==> src/rtl/reg_file_arb.sv <==
// Round-robin arbiter and sequencer in front of a 2-entry register file.
// Keeps a shadow copy of the file and forwards it across the one-cycle write-to-file delay.
module reg_file_arb #(
    parameter int DATA_W = 16,
    parameter int N_REGS = 2,
    parameter int ADDR_W = 3
) (
    input  logic                     clock,
    input  logic                     reset,
    input  logic                     req0_valid,
    input  logic                     req0_write,
    input  logic [ADDR_W-1:0]        req0_addr,
    input  logic [DATA_W-1:0]        req0_wdata,
    output logic                     req0_ready,
    input  logic                     req1_valid,
    input  logic                     req1_write,
    input  logic [ADDR_W-1:0]        req1_addr,
    input  logic [DATA_W-1:0]        req1_wdata,
    output logic                     req1_ready,
    output logic                     rsp0_valid,
    output logic [DATA_W-1:0]        rsp0_data,
    output logic                     rsp0_err,
    output logic                     rsp1_valid,
    output logic [DATA_W-1:0]        rsp1_data,
    output logic                     rsp1_err,
    output logic [ADDR_W-1:0]        rf_raddr,
    output logic [N_REGS*DATA_W-1:0] rf_wvec,
    input  logic [DATA_W-1:0]        rf_rdata
);

    // ptr_q names the requester that wins the next contention
    logic              ptr_q, ptr_d;
    logic [DATA_W-1:0] shadow_q [N_REGS];
    logic [DATA_W-1:0] shadow_d [N_REGS];
    logic              fwd_vld_q, fwd_vld_d;
    logic [ADDR_W-1:0] fwd_addr_q, fwd_addr_d;
    logic              rsp0_valid_q, rsp0_valid_d;
    logic [DATA_W-1:0] rsp0_data_q, rsp0_data_d;
    logic              rsp0_err_q, rsp0_err_d;
    logic              rsp1_valid_q, rsp1_valid_d;
    logic [DATA_W-1:0] rsp1_data_q, rsp1_data_d;
    logic              rsp1_err_q, rsp1_err_d;

    logic              gnt0, gnt1, acc;
    logic              sel_write, in_range;
    logic [ADDR_W-1:0] sel_addr;
    logic [DATA_W-1:0] sel_wdata, sel_shadow, rd_data, rsp_data;

    always_comb begin
        gnt0      = req0_valid & (~req1_valid | ~ptr_q);
        gnt1      = req1_valid & (~req0_valid | ptr_q);
        acc       = gnt0 | gnt1;
        sel_write = gnt1 ? req1_write : req0_write;
        sel_addr  = gnt1 ? req1_addr  : req0_addr;
        sel_wdata = gnt1 ? req1_wdata : req0_wdata;
        in_range  = sel_addr < ADDR_W'(N_REGS);

        sel_shadow = '0;
        shadow_d   = shadow_q;
        for (int i = 0; i < N_REGS; i++) begin
            if (sel_addr == ADDR_W'(i)) begin
                sel_shadow = shadow_q[i];
                if (acc && sel_write)
                    shadow_d[i] = sel_wdata;
            end
        end

        // the file still holds the old value one cycle after a write; use the shadow
        rd_data  = (fwd_vld_q && fwd_addr_q == sel_addr) ? sel_shadow : rf_rdata;
        rsp_data = (acc && !sel_write && in_range) ? rd_data : '0;

        rf_raddr   = (acc && in_range) ? sel_addr : '0;
        fwd_vld_d  = acc & sel_write & in_range;
        fwd_addr_d = sel_addr;
        ptr_d      = acc ? gnt0 : ptr_q;

        rsp0_valid_d = gnt0;
        rsp0_data_d  = gnt0 ? rsp_data : '0;
        rsp0_err_d   = gnt0 & ~in_range;
        rsp1_valid_d = gnt1;
        rsp1_data_d  = gnt1 ? rsp_data : '0;
        rsp1_err_d   = gnt1 & ~in_range;
    end

    always_ff @(posedge clock or negedge reset) begin
        if (!reset) begin
            ptr_q        <= 1'b0;
            fwd_vld_q    <= 1'b0;
            fwd_addr_q   <= '0;
            rsp0_valid_q <= 1'b0;
            rsp0_data_q  <= '0;
            rsp0_err_q   <= 1'b0;
            rsp1_valid_q <= 1'b0;
            rsp1_data_q  <= '0;
            rsp1_err_q   <= 1'b0;
            for (int i = 0; i < N_REGS; i++)
                shadow_q[i] <= '0;
        end else begin
            ptr_q        <= ptr_d;
            fwd_vld_q    <= fwd_vld_d;
            fwd_addr_q   <= fwd_addr_d;
            rsp0_valid_q <= rsp0_valid_d;
            rsp0_data_q  <= rsp0_data_d;
            rsp0_err_q   <= rsp0_err_d;
            rsp1_valid_q <= rsp1_valid_d;
            rsp1_data_q  <= rsp1_data_d;
            rsp1_err_q   <= rsp1_err_d;
            for (int i = 0; i < N_REGS; i++)
                shadow_q[i] <= shadow_d[i];
        end
    end

    always_comb begin
        rf_wvec = '0;
        for (int i = 0; i < N_REGS; i++)
            rf_wvec[DATA_W*(N_REGS-1-i) +: DATA_W] = shadow_q[i];
    end

    assign req0_ready = gnt0;
    assign req1_ready = gnt1;
    assign rsp0_valid = rsp0_valid_q;
    assign rsp0_data  = rsp0_data_q;
    assign rsp0_err   = rsp0_err_q;
    assign rsp1_valid = rsp1_valid_q;
    assign rsp1_data  = rsp1_data_q;
    assign rsp1_err   = rsp1_err_q;

endmodule

==> config.mk <==
export PLATFORM = sky130hd
export DESIGN_NAME = reg_file_arb
export DESIGN_NICKNAME = d
export VERILOG_FILES = /design/src/rtl/reg_file_arb.sv
export SDC_FILE = /design/constraint.sdc
export NUM_CORES = 1
export LEC_CHECK = 0
export CORE_MARGIN = 5
export CORE_UTILIZATION = 44
export CTS_BUF_LIST = sky130_fd_sc_hd__clkbuf_4 sky130_fd_sc_hd__clkbuf_8 sky130_fd_sc_hd__clkbuf_16
export CTS_CLUSTER_DIAMETER = 100
export DETAILED_ROUTE_END_ITERATION = 8
export PLACE_DENSITY_LB_ADDON = 0.12
export SLEW_MARGIN = 30
export SYNTH_ARGS = -nofsm -noshare
export SYNTH_HDL_FRONTEND = slang
export SYNTH_SLANG_ARGS = --single-unit
==> constraint.sdc <==
create_clock -name clock -period 2.4 [get_ports clock]
set_input_delay 0.6 -clock clock [delete_from_list [all_inputs] [get_ports clock]]
set_output_delay 0.6 -clock clock [all_outputs]
set_load 0.005 [all_outputs]
==> results.sh <==
export IMPL_cts_buffers_inserted=9
export IMPL_io_buffers=130
export IMPL_fin_ws_ps=69.0
export IMPL_wl_met3_um=682
export IMPL_grt_max_degree=40
export IMPL_fill_cells=568
export IMPL_netlist_instances=242
export IMPL_overflow=0
export IMPL_die_area_mm2=0.00963
export IMPL_startpoint_type="primary input"
export IMPL_area_delta_synth_final_pct=55.8
export IMPL_routed_wl_um=8780
export IMPL_crit_arrival_ps=1730
export IMPL_drive_above_1_share_pct=30.7
export IMPL_synth_area_leaders="dfrtp_1, mux2_2, mux2_4"
export IMPL_drt_iter0_markers=58
export IMPL_worstPathMaxFanout=2
export IMPL_grt_pass1_vias=2706
export IMPL_min_period_over_period_pct=97.1
export IMPL_maxCapViolations=0
export IMPL_synth_edf_count=0
export IMPL_clk_path_buf_depth=2
export IMPL_final_nets=469
export IMPL_dr_wl_met2_um=4350
export IMPL_slew_viol_final=0
export IMPL_ys_dominant_reg_cell="dfrtp_1"
export IMPL_synth_seq_cells=73
export IMPL_pre_cts_ws_ps=-415
export IMPL_hp_class="primary input to async pin"
export IMPL_grt_pass1_wl_um=14000
export IMPL_antenna_found_initial=0
export IMPL_track_usage_pct=18.6
export IMPL_wl_met1_um=3680
export IMPL_row_count=32
export IMPL_ys_warn_count=0
export IMPL_coreArea_mm2=0.00765
export IMPL_worstSetupPathType="primary input to primary output"
export IMPL_synth_commonest_cells="dfrtp_1, a211oi_1, mux2_2, mux2_4"
export IMPL_cts_root_buf="clkbuf_8"
export IMPL_p_leak_nw=2.40
export IMPL_num_vias=2552
export IMPL_ctsHtreeMaxLevel=3
export IMPL_yosysTopAreaCell="dfrtp_1"
export IMPL_peakVddDrop_mv=0.631
export IMPL_finalHoldViolations=0
export IMPL_clkLatencyLatePin_ps=340
export IMPL_cts_clk_slew_worst_paths_ps=80
export IMPL_cts_tree="yes"
export IMPL_endpoint_kind="primary output"
export IMPL_top_layer="met4"
export IMPL_status="completed"
export IMPL_period_minus_slack_ps=2330
export IMPL_place_hpwl_um=6540
export IMPL_tns_ps=0
export IMPL_worst_ep_required_time_ps=1800
export IMPL_powerDensity_mw_per_mm2=763
export IMPL_ant_nets=0
export IMPL_finalSetupViolations=0
export IMPL_initial_utilization_pct=44.7
export IMPL_diodes=0
export IMPL_clock_skew_ps=13.2
export IMPL_async_flop_share_pct=100
export IMPL_whs_ps=190
export IMPL_io_pin_count=133
export IMPL_synth_area_mm2=0.00342
export IMPL_wire_per_inst_um=17.0
export IMPL_synth_most_common_cell="dfrtp_1"
export IMPL_cts_sinks=73
export IMPL_synth_top_area_share_pct=53.4
export IMPL_hold_buffers=0
export IMPL_utilization_pct=69.7
export IMPL_first_pass_iters=4
export IMPL_fmax_mhz=429
export IMPL_dieHeight_um=98.2
export IMPL_die_w_um=98.2
export IMPL_seq_area_frac_synth_pct=53.4
export IMPL_rsz0062_at_grt="false"
export IMPL_syn_mean_instance_area_um2=14.1
export IMPL_via_per_inst=4.95
export IMPL_gp_congestion=0.858
export IMPL_drc_errors=0
export IMPL_ys_types=38
-- worst max-delay path, cell delays in order --
cell and delay [ps]:
clkdlybuf4s50_1 440, nor2_2 130, nand3_1 140, a211oi_2 190, clkdlybuf4s15_1 220
-- layout by cell type (no fill, tap or decap), drive strengths merged, types with 2 or more instances in the layout --
master and instances:
dfrtp 73, inv 6, clkinv 3, mux2 50, conb 2, clkdlybuf4s50 125
nor2 5, a21oi 16, mux2i 17, a211oi 33, nand3b 2, nand4 2
xnor2 3, and2 2, nand3 2, o21ai 3, buf 41, nand2 3
clkbuf 11
-- state kept, by name, summed over array words and instances (netlist names) --
signal      cells
rsp1_err        1
ptr_q           1
rsp0_data      16
fwd_addr_q      3
rsp0_err        1
rsp0_valid      1
fwd_vld_q       1
rf_wvec        32
rsp1_data      16
rsp1_valid      1
-- final timing paths --
check / slack (ps) / to / from / depth (start not counted)
hold / removal: 190 / rf_wvec[17] / reset / 1
min in group clock: 540 / rf_wvec[29] / rf_wvec[29] / 1
hold reg to reg: 540 / rf_wvec[29] / rf_wvec[29] / 1
max in group asynchronous: 1650 / rf_wvec[30] / reset / 2
setup reg to reg: 380 / rsp1_data[14] / ptr_q / 7
setup / recovery: 70 / rf_raddr[0] / req1_addr[2] / 5
-- cell type report --
cell class / instances / area, um^2 / area share [%]
clock buffers: 9 / 124 / 2.32
multi-input cells: 150 / 1430 / 26.9
repair buffers: 171 / 1720 / 32.4
clock inverters: 7 / 77.6 / 1.46
flip-flops and latches: 73 / 1830 / 34.3
well taps: 102 / 128 / 2.39
inverters: 4 / 17.5 / 0.329
-- power breakdown --
| group | switching [mW] | internal [mW] |
|---|---|---|
| logic | 0.490 | 0.948 |
| registers | 0.194 | 1.47 |
| clock network | 0.474 | 0.489 |
| total | 1.16 | 2.91 |
-- logic make-up (layout without fill, tap and decap cells) --
logic type / after synthesis / after routing / synth area share (%)
other: 1 / 2 / 0.110
buffers and inverters: 20 / 191 / 5.34
XOR/XNOR: 4 / 4 / 1.02
multiplexers: 67 / 67 / 23.7
AND/OR/NAND/NOR: 20 / 20 / 4.10
AO/OA/AOI/OAI: 57 / 57 / 12.3
flip-flops: 73 / 73 / 53.4
-- timing repair --
action / in CTS / in global routing
gates resized for setup: 9 / 9
cloned: 1 / 0
setup buffers: 1 / 2
setup endpoints to repair: 8 / 3
pin swaps: 2 / 1
-- through the flow --
stage	instances	total power [mW]	instance area [um^2]
2_1_floorplan	243	2.21	3420
3_3_place_gp	496	3.07	5050
3_5_place_dp	496	3.10	5050
4_1_cts	514	4.10	5310
5_1_grt	516	4.29	5330
6_report	516	4.07	5330
-- per-layer routing --
layer	vias up	GRT usage, %
met5	-	0
met1	1219	23.5
met3	6	5.00
li1	1238	-
met2	89	31.1
met4	0	5.99
(Power assumes the default switching activity.)
